### src/rtl/attn_query_sched_if.sv
// Datapath-side bus of the attention query scheduler: the request pulse,
// the current query, the batch keys, and the result strobe with its winner.
interface attn_query_sched_if #(
  parameter int WIDTH = 8
);
  logic             dp_valid_in;
  logic [WIDTH-1:0] dp_q;
  logic [WIDTH-1:0] dp_k0;
  logic [WIDTH-1:0] dp_k1;
  logic [WIDTH-1:0] dp_k2;
  logic [WIDTH-1:0] dp_k3;
  logic             dp_valid_out;
  logic [1:0]       dp_winner;

  // Scheduler side: issues requests, consumes results.
  modport master (
    output dp_valid_in, dp_q, dp_k0, dp_k1, dp_k2, dp_k3,
    input  dp_valid_out, dp_winner
  );

  // Datapath side: consumes requests, produces results.
  modport slave (
    input  dp_valid_in, dp_q, dp_k0, dp_k1, dp_k2, dp_k3,
    output dp_valid_out, dp_winner
  );
endinterface

### src/rtl/attn_query_sched.sv
// Attention query scheduler: latches a batch of 4 queries and 4 keys, then
// issues the queries one at a time to a shared scoring datapath, collects a
// 2-bit winner per query (or a timeout flag), and pulses done at the end.
// Optional busy-cycle performance counter enabled by defining SCHED_PERF_EN.
module attn_query_sched #(
  parameter int WIDTH   = 8,
  parameter int TIMEOUT = 16
) (
  input  logic                 clk,
  input  logic                 rst_n,
  input  logic                 start,
  input  logic [WIDTH-1:0]     in_q0,
  input  logic [WIDTH-1:0]     in_q1,
  input  logic [WIDTH-1:0]     in_q2,
  input  logic [WIDTH-1:0]     in_q3,
  input  logic [WIDTH-1:0]     in_k0,
  input  logic [WIDTH-1:0]     in_k1,
  input  logic [WIDTH-1:0]     in_k2,
  input  logic [WIDTH-1:0]     in_k3,
  output logic                 busy,
  output logic                 done,
  output logic [7:0]           winner_map,
  output logic [3:0]           timeout_flags,
  output logic [15:0]          busy_cycles,
  attn_query_sched_if.master   dp
);

  localparam int N = 4;

  typedef enum logic [1:0] {S_IDLE, S_ISSUE, S_WAIT, S_DONE} state_t;

  state_t           state_q, state_d;
  logic [1:0]       idx_q, idx_d;
  logic [7:0]       cnt_q, cnt_d;
  logic [WIDTH-1:0] q_q [N];
  logic [WIDTH-1:0] q_d [N];
  logic [WIDTH-1:0] k_q [N];
  logic [WIDTH-1:0] k_d [N];
  logic             busy_q, busy_d;
  logic             done_q, done_d;
  logic             valid_in_q, valid_in_d;
  logic [7:0]       winner_map_q, winner_map_d;
  logic [3:0]       flags_q, flags_d;
  logic             advance;

  // Next-state and next-output computation for the batch sequencer.
  always_comb begin
    // NOTE: every signal assigned here gets a default first, so no path can
    // leave it unassigned and infer a latch.
    state_d      = state_q;
    idx_d        = idx_q;
    cnt_d        = cnt_q;
    q_d          = q_q;
    k_d          = k_q;
    winner_map_d = winner_map_q;
    flags_d      = flags_q;
    advance      = 1'b0;

    case (state_q)
      S_IDLE: begin
        if (start) begin
          q_d          = '{in_q0, in_q1, in_q2, in_q3};
          k_d          = '{in_k0, in_k1, in_k2, in_k3};
          winner_map_d = '0;
          flags_d      = '0;
          idx_d        = '0;
          state_d      = S_ISSUE;
        end
      end
      S_ISSUE: begin
        cnt_d   = '0;
        state_d = S_WAIT;
      end
      S_WAIT: begin
        // A result arriving on the last allowed cycle beats the timeout.
        if (dp.dp_valid_out) begin
          winner_map_d[{idx_q, 1'b0} +: 2] = dp.dp_winner;
          advance = 1'b1;
        end else if (cnt_q == 8'(TIMEOUT - 1)) begin
          winner_map_d[{idx_q, 1'b0} +: 2] = 2'b00;
          flags_d[idx_q] = 1'b1;
          advance = 1'b1;
        end else begin
          cnt_d = cnt_q + 8'd1;
        end
        if (advance) begin
          if (idx_q == 2'(N - 1)) begin
            state_d = S_DONE;
          end else begin
            idx_d   = idx_q + 2'd1;
            state_d = S_ISSUE;
          end
        end
      end
      S_DONE: begin
        state_d = S_IDLE;
      end
      default: state_d = S_IDLE;
    endcase

    // Outputs are decoded from the next state so they are registered.
    busy_d     = (state_d != S_IDLE);
    done_d     = (state_d == S_DONE);
    valid_in_d = (state_d == S_ISSUE);
  end

  // State, batch registers and registered outputs.
  always_ff @(posedge clk or negedge rst_n) begin
    if (!rst_n) begin
      state_q      <= S_IDLE;
      idx_q        <= '0;
      cnt_q        <= '0;
      // NOTE: the query/key arrays are real flops that must read zero after
      // reset, so they are cleared here rather than left as unreset storage.
      for (int i = 0; i < N; i++) begin
        q_q[i] <= '0;
        k_q[i] <= '0;
      end
      busy_q       <= 1'b0;
      done_q       <= 1'b0;
      valid_in_q   <= 1'b0;
      winner_map_q <= '0;
      flags_q      <= '0;
    end else begin
      // NOTE: non-blocking assignments so every flop samples pre-edge values.
      state_q      <= state_d;
      idx_q        <= idx_d;
      cnt_q        <= cnt_d;
      q_q          <= q_d;
      k_q          <= k_d;
      busy_q       <= busy_d;
      done_q       <= done_d;
      valid_in_q   <= valid_in_d;
      winner_map_q <= winner_map_d;
      flags_q      <= flags_d;
    end
  end

  assign busy           = busy_q;
  assign done           = done_q;
  assign winner_map     = winner_map_q;
  assign timeout_flags  = flags_q;
  assign dp.dp_valid_in = valid_in_q;
  assign dp.dp_q        = q_q[idx_q];
  assign dp.dp_k0       = k_q[0];
  assign dp.dp_k1       = k_q[1];
  assign dp.dp_k2       = k_q[2];
  assign dp.dp_k3       = k_q[3];

`ifdef SCHED_PERF_EN
  logic [15:0] busy_cycles_q, busy_cycles_d;

  // Saturating count of busy cycles, restarted by each accepted batch.
  always_comb begin
    busy_cycles_d = busy_cycles_q;
    if (state_q == S_IDLE && start) begin
      busy_cycles_d = '0;
    end else if (busy_q && busy_cycles_q != 16'hFFFF) begin
      busy_cycles_d = busy_cycles_q + 16'd1;
    end
  end

  // Busy-cycle counter register.
  always_ff @(posedge clk or negedge rst_n) begin
    if (!rst_n) busy_cycles_q <= '0;
    else        busy_cycles_q <= busy_cycles_d;
  end

  assign busy_cycles = busy_cycles_q;
`else
  assign busy_cycles = 16'h0000;
`endif

endmodule
### src/flat_wrapper.sv
// flat-port wrapper written by rule: the top's interface ports become plain ports
module attn_query_sched_flat 
#(
  parameter int WIDTH   = 8,
  parameter int TIMEOUT = 16
)
  (clk, rst_n, start, in_q0, in_q1, in_q2, in_q3, in_k0, in_k1, in_k2, in_k3, busy, done, winner_map, timeout_flags, busy_cycles, dp_dp_valid_in, dp_dp_q, dp_dp_k0, dp_dp_k1, dp_dp_k2, dp_dp_k3, dp_dp_valid_out, dp_dp_winner);
  attn_query_sched_if #(.WIDTH(WIDTH)) dp_i ();
  input  logic clk;
  input  logic rst_n;
  input  logic start;
  input  logic [WIDTH-1:0] in_q0;
  input  logic [WIDTH-1:0] in_q1;
  input  logic [WIDTH-1:0] in_q2;
  input  logic [WIDTH-1:0] in_q3;
  input  logic [WIDTH-1:0] in_k0;
  input  logic [WIDTH-1:0] in_k1;
  input  logic [WIDTH-1:0] in_k2;
  input  logic [WIDTH-1:0] in_k3;
  output logic busy;
  output logic done;
  output logic [7:0] winner_map;
  output logic [3:0] timeout_flags;
  output logic [15:0] busy_cycles;
  output wire logic [$bits(dp_i.dp_valid_in)-1:0] dp_dp_valid_in;
  output wire logic [$bits(dp_i.dp_q)-1:0] dp_dp_q;
  output wire logic [$bits(dp_i.dp_k0)-1:0] dp_dp_k0;
  output wire logic [$bits(dp_i.dp_k1)-1:0] dp_dp_k1;
  output wire logic [$bits(dp_i.dp_k2)-1:0] dp_dp_k2;
  output wire logic [$bits(dp_i.dp_k3)-1:0] dp_dp_k3;
  input wire logic [$bits(dp_i.dp_valid_out)-1:0] dp_dp_valid_out;
  input wire logic [$bits(dp_i.dp_winner)-1:0] dp_dp_winner;
  assign dp_dp_valid_in = dp_i.dp_valid_in;
  assign dp_dp_q = dp_i.dp_q;
  assign dp_dp_k0 = dp_i.dp_k0;
  assign dp_dp_k1 = dp_i.dp_k1;
  assign dp_dp_k2 = dp_i.dp_k2;
  assign dp_dp_k3 = dp_i.dp_k3;
  assign dp_i.dp_valid_out = dp_dp_valid_out;
  assign dp_i.dp_winner = dp_dp_winner;
  attn_query_sched #(.WIDTH(WIDTH), .TIMEOUT(TIMEOUT)) u_core (.clk(clk), .rst_n(rst_n), .start(start), .in_q0(in_q0), .in_q1(in_q1), .in_q2(in_q2), .in_q3(in_q3), .in_k0(in_k0), .in_k1(in_k1), .in_k2(in_k2), .in_k3(in_k3), .busy(busy), .done(done), .winner_map(winner_map), .timeout_flags(timeout_flags), .busy_cycles(busy_cycles), .dp(dp_i));
endmodule
### config.mk
export PLATFORM = sky130hd
export DESIGN_NAME = attn_query_sched_flat
export DESIGN_NICKNAME = d
export VERILOG_FILES = /design/src/rtl/attn_query_sched_if.sv /design/src/rtl/attn_query_sched.sv /design/src/flat_wrapper.sv
export SDC_FILE = /design/constraint.sdc
export NUM_CORES = 1
export LEC_CHECK = 0
export BUFFER_PORTS_ARGS = -buffer_cell sky130_fd_sc_hd__buf_2
export CAP_MARGIN = 20
export CORE_MARGIN = 1
export CORE_UTILIZATION = 30
export DETAILED_ROUTE_END_ITERATION = 8
export PLACE_DENSITY = 0.49
export SLEW_MARGIN = 0
export SYNTH_ARGS = -nofsm -noshare
export SYNTH_HDL_FRONTEND = slang
export SYNTH_SLANG_ARGS = --single-unit
export TNS_END_PERCENT = 20
### constraint.sdc
create_clock -name clk -period 2.7 [get_ports clk]
set_input_delay 0.54 -clock clk [delete_from_list [all_inputs] [get_ports clk]]
set_output_delay 0.54 -clock clk [all_outputs]
set_load 0.01 [all_outputs]
## Word-level counts from Yosys, hierarchy flattened

Index checks and enable logic that the tools add are counted.

- Bits in registers: 91
- Bits of input ports: 70
- Output and inout port bits: 71
- Logic and storage cells: 80

- $add $sub $neg: 3
- Order comparisons: 3
- Eq/ne operators: 14
- Shift-type cells: 3
- Multiplexer cells: 29
- Bitwise logic cells: 2
- Reductions and logical operators: 10

Operator list:

| operator | number |
|---|---|
| two-way mux 8 bit | 7 |
| case mux 8 bit (2 select lines) | 2 |
| binary-select mux 8 bit (select 2 bit) | 1 |
| bitwise mux 8 bit | 2 |
| two-way mux 2 bit | 6 |
| two-way mux 4 bit | 3 |
| adder 8 x 1 -> 8 bit (second input constant) | 1 |
| == test 2 bit (second input constant) | 4 |
| == test 8 x 4 -> 1 bit (second input constant) | 1 |
| != test 2 bit (second input constant) | 4 |
| case mux 2 bit (4 select lines) | 1 |
| case mux 4 bit (2 select lines) | 1 |
| AND reduction 4 bit | 2 |
| variable shift 2 x 5 -> 8 bit (first input constant) | 1 |
| indexed part select 2 x 5 -> 8 bit | 1 |
| indexed part select 2 x 5 -> 8 bit (first input constant) | 1 |
| AND reduction 3 bit | 2 |
| nonzero test 2 bit | 3 |
| negator 3 -> 5 bit | 1 |
| == test 2 x 1 -> 1 bit (second input constant) | 2 |
| two-way mux 1 bit | 4 |
| != test 2 x 1 -> 1 bit (second input constant) | 2 |
| OR 4 bit | 1 |
| case mux 2 bit (2 select lines) | 1 |
| 10 further kinds | 10 |

## Logic depth before layout (Yosys ltp)

- Depth in word-level cells: 8
- Depth in mapped cells: 7
- Mapped depth without buffers: 6

## Worst setup path before layout

No wires, ideal clock.

- Path kind: register to output
- Start: reg u_core.idx_q[0]
- End: out dp_dp_q[2]
- Arrival: 1627 ps
- Data required time: 2160 ps
- Path slack: 533 ps
- Stages on the path, launching flop included: 4
- Path buffers: 2
- Path through: dfrtp_1 clkbuf_1 clkbuf_1 mux4_2

- Longest elaborated chain between the ends: 4

RTL lines:

| element | line | source |
|---|---|---|
| start: declaration | attn_query_sched.sv:33 | `logic [1:0] idx_q, idx_d;` |
| start signal: assignment | attn_query_sched.sv:127 | `idx_q <= idx_d;` |
| NOT 2 -> 3 bit (not written as such) | attn_query_sched.sv:144 | `assign dp.dp_q = q_q[idx_q];` |
| binary-select mux 8 bit (select 2 bit) | attn_query_sched.sv:144 |  |
| two-way mux 8 bit (not written as such) (2 in series) | attn_query_sched.sv:144 |  |
| end: declaration | flat_wrapper.sv:26 | `output wire logic [$bits(dp_i.dp_q)-1:0] dp_dp_q;` |

Every way passes these cells. The select of a mux whose other input is x is not followed.

## Final worst setup path

- Start: reg u_core.idx_q[0]
- End: out dp_dp_q[6]

Same word-level chain as after synthesis.

==> impl_metrics.sql <==
INSERT INTO impl_metrics (metric_group, metric, value, unit) VALUES
('outcome', 'status', 'finished, final reports clean', ''),
('logic_synthesis', 'synth.distinct_cells', '39', ''),
('detailed_routing', 'drtPass1Iterations', '4', ''),
('grt', 'track_usage', '14.7', '%'),
('detailed_routing', 'via_count_of_the_routed_design', '3259', ''),
('sta', 'grt_setup_unrepaired', 'false', ''),
('setup_path', 'r2r_start', 'u_core.idx_q[0]', ''),
('logic_synthesis', 'netlist.area_leader.share', '55.9', '%'),
('power', 'power.share.clock', '23.9', '%'),
('setup_path', 'setup.worst_path.start_class', 'flip-flop', ''),
('logic_synthesis', 'syn_area', '4070', 'µm²'),
('floorplanning', 'ports_placed_on_the_boundary', '141', ''),
('cells_and_area', 'post_route_cells_drive_above_1_share', '29.4', '%'),
('floorplanning', 'die_outline_area', '14000', 'µm²'),
('cells_and_area', 'multi_input_comb_area', '1640', 'µm²'),
('detailed_routing', 'post-route-drc-count', '0', ''),
('grt', 'grt_pass1_wl', '16.3', 'mm'),
('cts', 'cts_resized', '0', ''),
('power', 'net_switching_fraction_of_the_power', '36.4', '%'),
('setup_path', 'cp_num_buf_inv', '1', ''),
('cts', 'clk_pin_slew', '0.07', 'ns'),
('logic_synthesis', 'post_synth_main_area_contributors', 'dfrtp_1 (56%), nand2_1 (19%), mux4_2 (4.4%)', ''),
('detailed_routing', 'wl_per_instance', '13.3', 'µm'),
('place', 'dp_worst_setup_slack', '0.503', 'ns'),
('setup_path', 'cp_top_family', 'flip-flops', ''),
('cts', 'post-cts-setup-buffer-count', '0', ''),
('logic_synthesis', 'synth-warning-count', '0', ''),
('cts', 'cts_hold_buf', '0', ''),
('cells_and_area', 'regArea', '2280', 'µm²'),
('sta', 'worst_slack', '0.226', 'ns'),
('detailed_routing', 'avgViaCountPerCell', '4.46', ''),
('setup_path', 'critPathCaptureType', 'output pin', ''),
('place', 'hpwl', '6.65', 'mm'),
('sta', 'timing.final.max_slew_violations', '0', ''),
('grt', 'grt_overflow', '0', ''),
('logic_synthesis', 'synthCells', '433', ''),
('power', 'power_leakage', '2.80', 'nW'),
('power', 'total_switching_power', '1.94', 'mW'),
('cells_and_area', 'layout.core_utilization', '38.9', '%'),
('setup_path', 'cp_max_fo', '14', ''),
('cells_and_area', 'layout.cells.most_common_list', 'nand2_1 (204), buf_2 (123), dfrtp_1 (91), conb_1 (16), nand3_1 (10)', ''),
('setup_path', 'crit_path_cell_trace', 'mux4_2, buf_2', ''),
('setup_path', 'worstPathRequired', '2.16', 'ns'),
('sta', 'finalSetupViolations', '0', ''),
('grt', 'grt_antenna_before_repair', '1', ''),
('sta', 'max-slew-margin-rel', '47.9', '%'),
('setup_path', 'max_stage_delay', '0.85', 'ns'),
('sta', 'finalCriticalPeriod', '2.47', 'ns'),
('cts', 'cts_inserted_buffers', '9', ''),
('power', 'power.combinational.fraction', '33.9', '%'),
('setup_path', 'timing_worst_setup_path_type', 'flip-flop to output pin', ''),
('cells_and_area', 'n_antenna_cell', '0', ''),
('sta', 'fmax', '404', 'MHz'),
('cts', 'max_clock_buf_depth', '2', ''),
('sta', 'worstMarginPinSlew', '0.781', 'ns'),
('floorplanning', 'core', '13200', 'µm²'),
('cells_and_area', 'most_common_library_cell_in_the_layout_ignoring_fill_and_taps', 'nand2_1', ''),
('logic_synthesis', 'synth.yosys.seq_area_share', '55.9', '%'),
('setup_path', 'crit_slowest_cell', 'dfrtp_1', ''),
('cts', 'clock_tree.root_cell', 'clkbuf_16', ''),
('logic_synthesis', 'avgSynthCellArea', '9.40', 'µm²'),
('logic_synthesis', 'synth_top_area_cell', 'dfrtp_1', ''),
('sta', 'timing.final.crit_share', '91.6', '%'),
('floorplanning', 'die_h', '118', 'µm'),
('grt', 'vias_in_the_first_global_route', '3351', ''),
('sta', 'finalSetupTns', '0', 'ns'),
('detailed_routing', 'detail_route.wirelength', '9.69', 'mm'),
('logic_synthesis', 'yosys_register_bits', '91', ''),
('cells_and_area', 'area_growth', '26.5', '%'),
('power', 'power_density', '1030', 'nW/µm²'),
('place', 'buffer_ports.inserted', '124', '');
## worst paths after layout
| kind | endpoint | slack [ns] | cells after the start |
|---|---|---|---|
| worst max-delay path | dp_dp_q[6] | 0.23 | 2 |
| worst min-delay path | u_core.busy | 0.1 | 1 |
| worst max register to register | u_core.winner_map[1] | 0.51 | 6 |
| worst min register to register | u_core.dp.dp_k3[0] | 0.47 | 2 |
| max in group asynchronous | u_core.dp.dp_k3[2] | 1.93 | 2 |
| min in group clk | u_core.dp.dp_k1[3] | 0.39 | 3 |
## logic make-up (layout without fill, tap and decap cells)
logic type,Yosys count,after routing,synth area share [%]
AO/OA/AOI/OAI,24,24,4.30
XOR/XNOR,2,2,0.430
buffers and inverters,42,149,5.35
AND/OR/NAND/NOR,252,252,25.7
multiplexers,14,14,6.06
flip-flops,91,91,55.9
other,1,16,0.0921
adder cells (fa/ha/maj),7,7,2.15
## cells in the mapped netlist
library cell,instances
buf_4,16
a22o_1,6
a41oi_1,1
nand4_1,2
a31o_2,2
nor2b_1,8
nand3_1,10
or2_2,1
mux2_2,1
clkbuf_1,17
o21a_1,1
and3_1,3
nand2b_1,3
xnor2_1,2
nor4_1,1
mux4_2,8
o21ai_0,6
a32o_1,2
and4b_1,1
and2_1,1
nor2_1,9
o22ai_1,2
inv_1,4
and4_1,1
nand2_1,205
nor3b_1,1
mux2i_1,4
conb_1,1
o311ai_0,1
or3_4,1
dfrtp_1,91
a31oi_1,2
ha_1,7
a21oi_1,1
mux2_4,1
nor3_1,3
or4_4,1
or3b_2,1
buf_1,5
## cell type report
type	count	share of cell area (%)
Sequential cell	91	44.2
Timing Repair Buffer	129	13.6
Inverter	4	0.292
Multi-Input combinational cell	315	31.8
Clock buffer	9	4.37
Clock inverter	7	1.51
Tap cell	176	4.28
## flip-flops by register name, indices dropped and copies added, names as in the netlist
register and cells:
u_core.done 1, u_core.busy 1, u_core.dp.dp_k0 8, u_core.cnt_q 8, u_core.dp.dp_valid_in 1, u_core.dp.dp_k3 8, u_core.state_q 2, u_core.winner_map 8
u_core.q_q 32, u_core.timeout_flags 4, u_core.dp.dp_k2 8, u_core.dp.dp_k1 8, u_core.idx_q 2
## metal layers
metal / global-route usage [%] / vias up / wire (µm)
met5: 0 / - / 0
met4: 3.56 / 0 / 51
met3: 5.16 / 6 / 703
met2: 23.9 / 98 / 4550
met1: 18.7 / 1559 / 4390
li1: - / 1596 / -
## worst reg2reg max path: cells and delay by family (launching register included)
family,cells,cell delay [ns]
AND/OR/NAND/NOR,3,0.46
flip-flops,1,0.85
buffers and inverters,1,0.22
AO/OA/AOI/OAI,1,0.18
adder cells (fa/ha/maj),1,0.42
## power by group through the flow
stage,registers [mW],logic [mW],clock network [mW]
2_1_floorplan,2.25,1.11,0
6_report,2.25,1.80,1.27
3_3_place_gp,2.26,1.82,0
3_5_place_dp,2.27,1.85,0
4_1_cts,2.26,1.85,1.32
5_1_grt,2.33,2.05,1.37
## through the flow
stage          hold WS [ns]  power [mW]  instance area (µm²)  instances
2_1_floorplan         0.244        3.36                 4130        448
3_3_place_gp          0.452        4.08                 4850        715
3_5_place_dp          0.457        4.11                 4850        715
4_1_cts               0.102        5.42                 5150        731
5_1_grt               0.113        5.76                 5150        731
6_report             0.0959        5.33                 5150        731
(Power assumes the default switching activity.)
